## src/rtl/hf_conf_pkg.sv

```systemverilog
// Shared constants and types for the SPI configuration receiver.
// Mode encodings, opcode numbering and the mode-switch FSM states.
package hf_conf_pkg;

    localparam logic [2:0] MODE_OFF     = 3'b111;
    localparam logic [7:0] REG0_RST     = 8'hE0;
    localparam int         OPC_WR_FIRST = 1;

    typedef enum logic [1:0] {
        ST_RUN   = 2'd0,
        ST_GUARD = 2'd1,
        ST_APPLY = 2'd2
    } mode_st_e;

    // Opcodes 1..num_regs write a register; the next one selects the readback register.
    function automatic int rd_opcode(input int num_regs);
        return OPC_WR_FIRST + num_regs;
    endfunction

    function automatic logic [2:0] req_mode(input logic [7:0] reg0);
        return reg0[7:5];
    endfunction

endpackage

```

## src/rtl/spi_sync.sv

```systemverilog
// Multi-flop synchroniser for one asynchronous SPI pin, with edge pulses.
// Output lags the pin by STAGES cycles; rise/fall pulses last one cycle.
module spi_sync #(
    parameter int   STAGES  = 2,
    parameter logic RST_VAL = 1'b0
) (
    input  logic clk_i,
    input  logic rst_ni,
    input  logic d_i,
    output logic q_o,
    output logic rise_o,
    output logic fall_o
);

    logic [STAGES-1:0] sync_q;
    logic              prev_q;

    always_ff @(posedge clk_i) begin
        if (!rst_ni) begin
            sync_q <= {STAGES{RST_VAL}};
            prev_q <= RST_VAL;
        end else begin
            sync_q <= (sync_q << 1) | STAGES'(d_i);
            prev_q <= sync_q[STAGES-1];
        end
    end

    assign q_o    = sync_q[STAGES-1];
    assign rise_o = sync_q[STAGES-1] & ~prev_q;
    assign fall_o = ~sync_q[STAGES-1] & prev_q;

endmodule

```

## src/rtl/hf_conf_rx.sv

```systemverilog
// SPI-written configuration register file with guarded major-mode switching.
// Writes land one cycle after the synced ncs rising edge; no backpressure on SPI.
module hf_conf_rx
    import hf_conf_pkg::*;
#(
    parameter int WORD_W       = 16,
    parameter int OPC_W        = 4,
    parameter int NUM_REGS     = 4,
    parameter int GUARD_CYCLES = 8,
    parameter int SYNC_STAGES  = 2
) (
    input  logic                  ck_1356meg,
    input  logic                  nrst,
    input  logic                  spck,
    input  logic                  mosi,
    input  logic                  ncs,
    output logic                  miso,
    output logic [NUM_REGS*8-1:0] conf_word,
    output logic [2:0]            major_mode,
    output logic                  mode_valid,
    output logic                  cmd_strobe,
    output logic                  frame_err
);

    localparam int CNT_W = $clog2(WORD_W + 2);
    localparam int SEL_W = (NUM_REGS > 1) ? $clog2(NUM_REGS) : 1;
    localparam int GW    = $clog2(GUARD_CYCLES + 1);
    localparam int RD_OPC = rd_opcode(NUM_REGS);
    localparam logic [CNT_W-1:0] CNT_FULL = CNT_W'(WORD_W);
    localparam logic [CNT_W-1:0] CNT_MAX  = CNT_W'(WORD_W + 1);
    localparam logic [GW-1:0]    GLOAD    = GW'(GUARD_CYCLES - 1);

    logic spck_s, spck_rise, spck_fall;
    logic mosi_s;
    logic ncs_s, ncs_rise, ncs_fall;

    spi_sync #(.STAGES(SYNC_STAGES), .RST_VAL(1'b0)) u_sync_spck (
        .clk_i  (ck_1356meg),
        .rst_ni (nrst),
        .d_i    (spck),
        .q_o    (spck_s),
        .rise_o (spck_rise),
        .fall_o (spck_fall)
    );

    spi_sync #(.STAGES(SYNC_STAGES), .RST_VAL(1'b0)) u_sync_mosi (
        .clk_i  (ck_1356meg),
        .rst_ni (nrst),
        .d_i    (mosi),
        .q_o    (mosi_s),
        .rise_o (),
        .fall_o ()
    );

    spi_sync #(.STAGES(SYNC_STAGES), .RST_VAL(1'b1)) u_sync_ncs (
        .clk_i  (ck_1356meg),
        .rst_ni (nrst),
        .d_i    (ncs),
        .q_o    (ncs_s),
        .rise_o (ncs_rise),
        .fall_o (ncs_fall)
    );

    // ------------------------------------------------------------------
    // SPI frame receive, decode and readback
    // ------------------------------------------------------------------
    logic [WORD_W-1:0]      shift_q, shift_d;
    logic [CNT_W-1:0]       bitcnt_q, bitcnt_d;
    logic [WORD_W-1:0]      rb_q, rb_d;
    logic [SEL_W-1:0]       rd_sel_q, rd_sel_d;
    logic [7:0]             regs_q [NUM_REGS];
    logic [7:0]             regs_d [NUM_REGS];
    logic [SYNC_STAGES-1:0] prime_q, prime_d;
    logic                   armed_q, armed_d;
    logic                   strobe_q, strobe_d;
    logic                   ferr_q, ferr_d;

    logic [OPC_W-1:0] opc;
    int               opc_i;
    logic             frame_ok;
    logic             wr_en;
    logic             sel_en;

    assign opc      = shift_q[WORD_W-1 -: OPC_W];
    assign opc_i    = int'(opc);
    assign frame_ok = armed_q & ncs_rise & (bitcnt_q == CNT_FULL);
    assign wr_en    = frame_ok && (opc_i >= OPC_WR_FIRST) && (opc_i <= NUM_REGS);
    assign sel_en   = frame_ok && (opc_i == RD_OPC);

    always_comb begin
        shift_d  = shift_q;
        bitcnt_d = bitcnt_q;
        rb_d     = rb_q;
        rd_sel_d = rd_sel_q;
        regs_d   = regs_q;
        prime_d  = (prime_q << 1) | SYNC_STAGES'(1);
        // Once the ncs synchroniser has refilled after reset, an idle-high ncs
        // counts as the deasserting edge; a frame caught mid-way stays ignored.
        armed_d  = armed_q | (prime_q[SYNC_STAGES-1] & ncs_s);
        strobe_d = 1'b0;
        ferr_d   = 1'b0;

        if (ncs_fall) begin
            bitcnt_d = '0;
            rb_d     = {regs_q[rd_sel_q], {(WORD_W-8){1'b0}}};
        end else if (armed_q && !ncs_s) begin
            if (spck_rise) begin
                shift_d = {shift_q[WORD_W-2:0], mosi_s};
                if (bitcnt_q != CNT_MAX) begin
                    bitcnt_d = bitcnt_q + CNT_W'(1);
                end
            end
            if (spck_fall) begin
                rb_d = rb_q << 1;
            end
        end

        if (armed_q && ncs_rise && !frame_ok) begin
            ferr_d = 1'b1;
        end
        for (int i = 0; i < NUM_REGS; i++) begin
            if (wr_en && (opc_i == i + OPC_WR_FIRST)) begin
                regs_d[i] = shift_q[7:0];
            end
        end
        if (sel_en) begin
            rd_sel_d = shift_q[SEL_W-1:0];
        end
        strobe_d = wr_en | sel_en;
    end

    always_ff @(posedge ck_1356meg) begin
        if (!nrst) begin
            shift_q  <= '0;
            bitcnt_q <= '0;
            rb_q     <= '0;
            rd_sel_q <= '0;
            prime_q  <= '0;
            armed_q  <= 1'b0;
            strobe_q <= 1'b0;
            ferr_q   <= 1'b0;
            for (int i = 0; i < NUM_REGS; i++) begin
                regs_q[i] <= (i == 0) ? REG0_RST : 8'h00;
            end
        end else begin
            shift_q  <= shift_d;
            bitcnt_q <= bitcnt_d;
            rb_q     <= rb_d;
            rd_sel_q <= rd_sel_d;
            prime_q  <= prime_d;
            armed_q  <= armed_d;
            strobe_q <= strobe_d;
            ferr_q   <= ferr_d;
            regs_q   <= regs_d;
        end
    end

    always_comb begin
        conf_word = '0;
        for (int i = 0; i < NUM_REGS; i++) begin
            conf_word[8*i +: 8] = regs_q[i];
        end
    end

    assign miso       = rb_q[WORD_W-1] & ~ncs_s;
    assign cmd_strobe = strobe_q;
    assign frame_err  = ferr_q;

    // ------------------------------------------------------------------
    // Mode switch: every change passes through OFF for the guard period
    // ------------------------------------------------------------------
    mode_st_e      state_q, state_d;
    logic [2:0]    major_q, major_d;
    logic [2:0]    req_q;
    logic [2:0]    req;
    logic          valid_q, valid_d;
    logic [GW-1:0] gcnt_q, gcnt_d;

    assign req = req_mode(regs_q[0]);

    always_comb begin
        state_d = state_q;
        major_d = major_q;
        valid_d = valid_q;
        gcnt_d  = gcnt_q;
        unique case (state_q)
            ST_RUN: begin
                if (req != major_q) begin
                    state_d = ST_GUARD;
                    major_d = MODE_OFF;
                    valid_d = 1'b0;
                    gcnt_d  = GLOAD;
                end
            end
            ST_GUARD: begin
                if (req != req_q) begin
                    gcnt_d = GLOAD;
                end else if (gcnt_q == '0) begin
                    state_d = ST_APPLY;
                end else begin
                    gcnt_d = gcnt_q - GW'(1);
                end
            end
            ST_APPLY: begin
                major_d = req;
                valid_d = 1'b1;
                state_d = ST_RUN;
            end
            default: state_d = ST_RUN;
        endcase
    end

    always_ff @(posedge ck_1356meg) begin
        if (!nrst) begin
            state_q <= ST_RUN;
            major_q <= MODE_OFF;
            valid_q <= 1'b1;
            gcnt_q  <= '0;
            req_q   <= MODE_OFF;
        end else begin
            state_q <= state_d;
            major_q <= major_d;
            valid_q <= valid_d;
            gcnt_q  <= gcnt_d;
            req_q   <= req;
        end
    end

    assign major_mode = major_q;
    assign mode_valid = valid_q;

endmodule

```

## config.mk

```make
export PLATFORM = sky130hd
export DESIGN_NAME = hf_conf_rx
export DESIGN_NICKNAME = d
export VERILOG_FILES = /design/src/rtl/hf_conf_pkg.sv /design/src/rtl/spi_sync.sv /design/src/rtl/hf_conf_rx.sv
export SDC_FILE = /design/constraint.sdc
export NUM_CORES = 1
export LEC_CHECK = 0
export CAP_MARGIN = 25
export CORE_AREA = 4 4 91 93
export DETAILED_ROUTE_END_ITERATION = 8
export DIE_AREA = 0 0 95 97
export PLACE_DENSITY = 0.75
export SYNTH_ARGS = -nofsm -noshare
export SYNTH_HDL_FRONTEND = slang
export SYNTH_SLANG_ARGS = --single-unit
```

## constraint.sdc

```tcl
create_clock -name ck_1356meg -period 1.4 [get_ports ck_1356meg]
set_input_delay 0.14 -clock ck_1356meg [delete_from_list [all_inputs] [get_ports ck_1356meg]]
set_output_delay 0.14 -clock ck_1356meg [all_outputs]
set_load 0.005 [all_outputs]
```

==> impl_metrics.csv <==
group,metric,value,unit
status,outcome,"complete, but fails checks",
status,violations,"negative setup slack",
power_and_ir_drop,ir_drop,808,uV
power_and_ir_drop,leakagePower,1.98,nW
synthesis,synth_area_leaders,"dfxtp_1 48%, mux2i_1 7.4%, nand2_1 5.7%",
floorplanning,die_h,97,um
synthesis,ys_warn_count,0,
sta,worst_pin_slew,0.463,ns
floorplanning,num_io_pins,44,
synthesis,synth_area,3680,um^2
detailed_routing,avgRoutedWirePerCell,15.5,um
power_and_ir_drop,p_total,0.00465,W
clock_tree,holdBufCountCts,0,
critical_path,arrival,1.87,ns
power_and_ir_drop,power_density,919,nW/um^2
synthesis,synth_top_area_share,48.5,%
sta,setup_viol,42,
detailed_routing,vias,3010,
clock_tree,cts_tree,"yes",
clock_tree,cts-root-buf,"clkbuf_8",
synthesis,syn_nets,387,
synthesis,synth.ff_latch_count,89,
floorplanning,initial_core_util,48.8,%
final_layout,area_delta_synth_final,37.5,%
detailed_routing,drtIter0Drc,189,
synthesis,ys.flop_type,"dfxtp_1",
sta,rsz0062_at_grt,"yes",
synthesis,async_flop_share,0,%
sta,finalMaxSlewViolations,0,
detailed_routing,routed_wl,8.85,mm
sta,setup_slack,-0.220,ns
clock_tree,cts.htree.levels,3,
hold_path,hold_class,"primary input to flip-flop",
final_layout,layout-drive-gt1-share,30.3,%
critical_path,start_kind,"flip-flop",
critical_path,worst-path-buf-inv,2,
detailed_routing,avgViaCountPerCell,5.28,
global_routing,grt_usage,19.5,%
critical_path,crit_required,1.65,ns
synthesis,synth_edf_count,0,
global_routing,first_global_vias,2951,
synthesis,synth_cells,378,
clock_tree,clk_pin_slew,0.09,ns
clock_tree,numCtsBuffers,9,
floorplanning,die_w,95,um
clock_tree,clk_latency,0.36,ns
detailed_routing,remaining_drc_errors,0,
global_routing,grt_pass1_wl,14.2,mm
sta,fmaxAchievable,0.617,GHz
final_layout,diodes,0,
sta,fin_crit,1.62,ns
critical_path,critPathSlowestCell,"dfxtp_2",
floorplanning,core,7530,um^2
placed_design,placed_cell_area,4560,um^2
synthesis,ys_seq_area_share,48.5,%
detailed_routing,firstDrtPassIters,4,
clock_tree,clock-sinks,89,
final_layout,fin_nets,472,
critical_path,cp_top_family,"simple AND/OR/NAND/NOR gates",
sta,hold_viol_final,0,
global_routing,grt_max_degree,68,
synthesis,avgSynthCellArea,9.72,um^2
critical_path,cp_max_fo,8,
placed_design,gp_congestion,0.837,
global_routing,grt_overflow,0,
critical_path,max_stage_delay,0.33,ns
global_routing,antenna_found_initial,0,
final_layout,instances_no_fill,570,
placed_design,dp.final_hpwl,6.02,mm
critical_path,path_cells,"inv_2, ha_4, and4bb_2, and4_4, buf_12, mux2i_2, nor2b_1",
placed_design,port_buffers,43,
detailed_routing,antenna_left,0,
clock_tree,clock_path_buffers,2,
floorplanning,rows,32,
synthesis,synth_cell_types,43,
final_layout,stdcell_area,5060,um^2
floorplanning,die_area,9220,um^2
critical_path,criticalPathCategory,"flip-flop to flip-flop",
critical_path,end_kind,"flip-flop",
placed_design,placed_cells,546,
sta,min_period_over_period,116,%
sta,fin_skew,0.00858,ns
sta,slew_headroom,69.1,%
synthesis,synth_area_leader_cell,"dfxtp_1",
run,maxCapViolCount,0,
==> kinds of logic after synthesis <==
| family | synth area share (%) |
|---|---|
| simple gates | 21.6 |
| xor+xnor | 2.38 |
| buf+inv | 3.30 |
| compound gates | 10.6 |
| flops | 48.5 |
| mux | 12.4 |
| fa+ha+maj | 1.36 |
==> where the power goes <==
part	leakage [nW]	total (W)	internal, W	switching (W)
registers	0.733	0.00256	0.00255	0.0000123
logic	1.14	0.000124	0.0000585	0.0000651
clock network	0.113	0.00196	0.00106	0.000905
total	1.98	0.00465	0.00367	0.000982
==> path summary, 6_finish.rpt <==
kind | startpoint | to | slack (ns) | cells past startpoint
hold / removal | nrst | gcnt_q[0]$_SDFFE_PN0P_ | 0.09 | 2
setup / recovery | bitcnt_q[1]$_SDFFE_PP0P_ | conf_word[29]$_SDFFE_PN0P_ | -0.22 | 7
setup reg to reg | bitcnt_q[1]$_SDFFE_PP0P_ | conf_word[29]$_SDFFE_PN0P_ | -0.22 | 7
hold reg to reg | u_sync_ncs.sync_q[0]$_SDFF_PN1_ | u_sync_ncs.sync_q[1]$_SDFF_PN1_ | 0.42 | 1
==> final cells by class <==
type	instances	area, um^2
clock buffers	10	138
clock inverters	6	90.1
fillers	581	2470
inverters	7	26.3
multi-input cells	261	1950
flip-flops and latches	89	1830
well taps	102	128
repair buffers	95	893
==> state kept, by name, indices dropped and copies added, names as in the netlist <==
register and cells:
shift_q 16, rb_q 8, cmd_strobe 1, u_sync_ncs.prev_q 1, conf_word 32, prime_q 2
rd_sel_q 2, u_sync_spck.prev_q 1, mode_valid 1, armed_q 1, u_sync_spck.sync_q 2, req_q 3
u_sync_ncs.sync_q 2, state_q 2, gcnt_q 4, major_mode 3, bitcnt_q 5, frame_err 1
u_sync_mosi.sync_q 2
==> through the flow <==
stage	utilization (%)	setup TNS [ns]	hold slack (ns)	setup WS [ns]
after floorplan	-	-1.01	0.168	-0.0724
after CTS	65.6	-4.54	0.0829	-0.192
after detailed placement	60.5	-5.51	0.394	-0.273
after global routing	67.2	-8.33	0.0904	-0.291
final	67.2	-4.58	0.0904	-0.220
after global placement	60.5	-2.16	0.413	-0.135
==> cells in the mapped netlist, drive strengths merged (7+ instances only) <==
cell / number
o21ai: 26
nor2: 13
inv: 7
mux4: 8
nand2b: 7
a21oi: 10
and2: 9
nand2: 56
mux2i: 27
clkbuf: 15
nand4: 7
a21boi: 17
nand3: 21
nor2b: 21
dfxtp: 89
==> routing by layer <==
layer	vias up	share of wire, %	routed length [um]	GRT usage (%)
li1	1478	-	-	-
met1	1462	44	3890	25.4
met2	59	50	4390	31.5
met3	11	4.8	426	5.37
met4	0	1.6	138	5.55
met5	-	0	0	0
==> layout by cell type (no fill, tap or decap), types with 3 or more instances in the layout <==
master,count
a21boi_0,9
a21boi_1,8
a21oi_1,10
and2_1,8
buf_12,3
buf_4,40
buf_6,9
clkbuf_8,10
clkdlybuf4s50_1,29
dfxtp_1,53
dfxtp_2,33
dfxtp_4,3
dlygate4sd2_1,7
dlymetal6s2s_1,6
inv_1,3
inv_2,4
mux2i_1,25
mux4_2,8
nand2_1,56
nand2b_1,7
nand3_1,21
nand4_1,4
nand4_4,3
nor2_1,12
nor2b_1,21
nor3_1,3
o21ai_0,22
o21ai_1,4
o22ai_1,3
xor2_1,3
==> what timing repair did <==
item                                   4_1_cts  5_1_grt
endpoints found under the hold margin        0        0
pin swaps                                    8        6
cloned                                       1        1
gates resized for setup                     50       42
setup endpoints to repair                   69       80
setup buffers                                4        3
(Power assumes the default switching activity.)
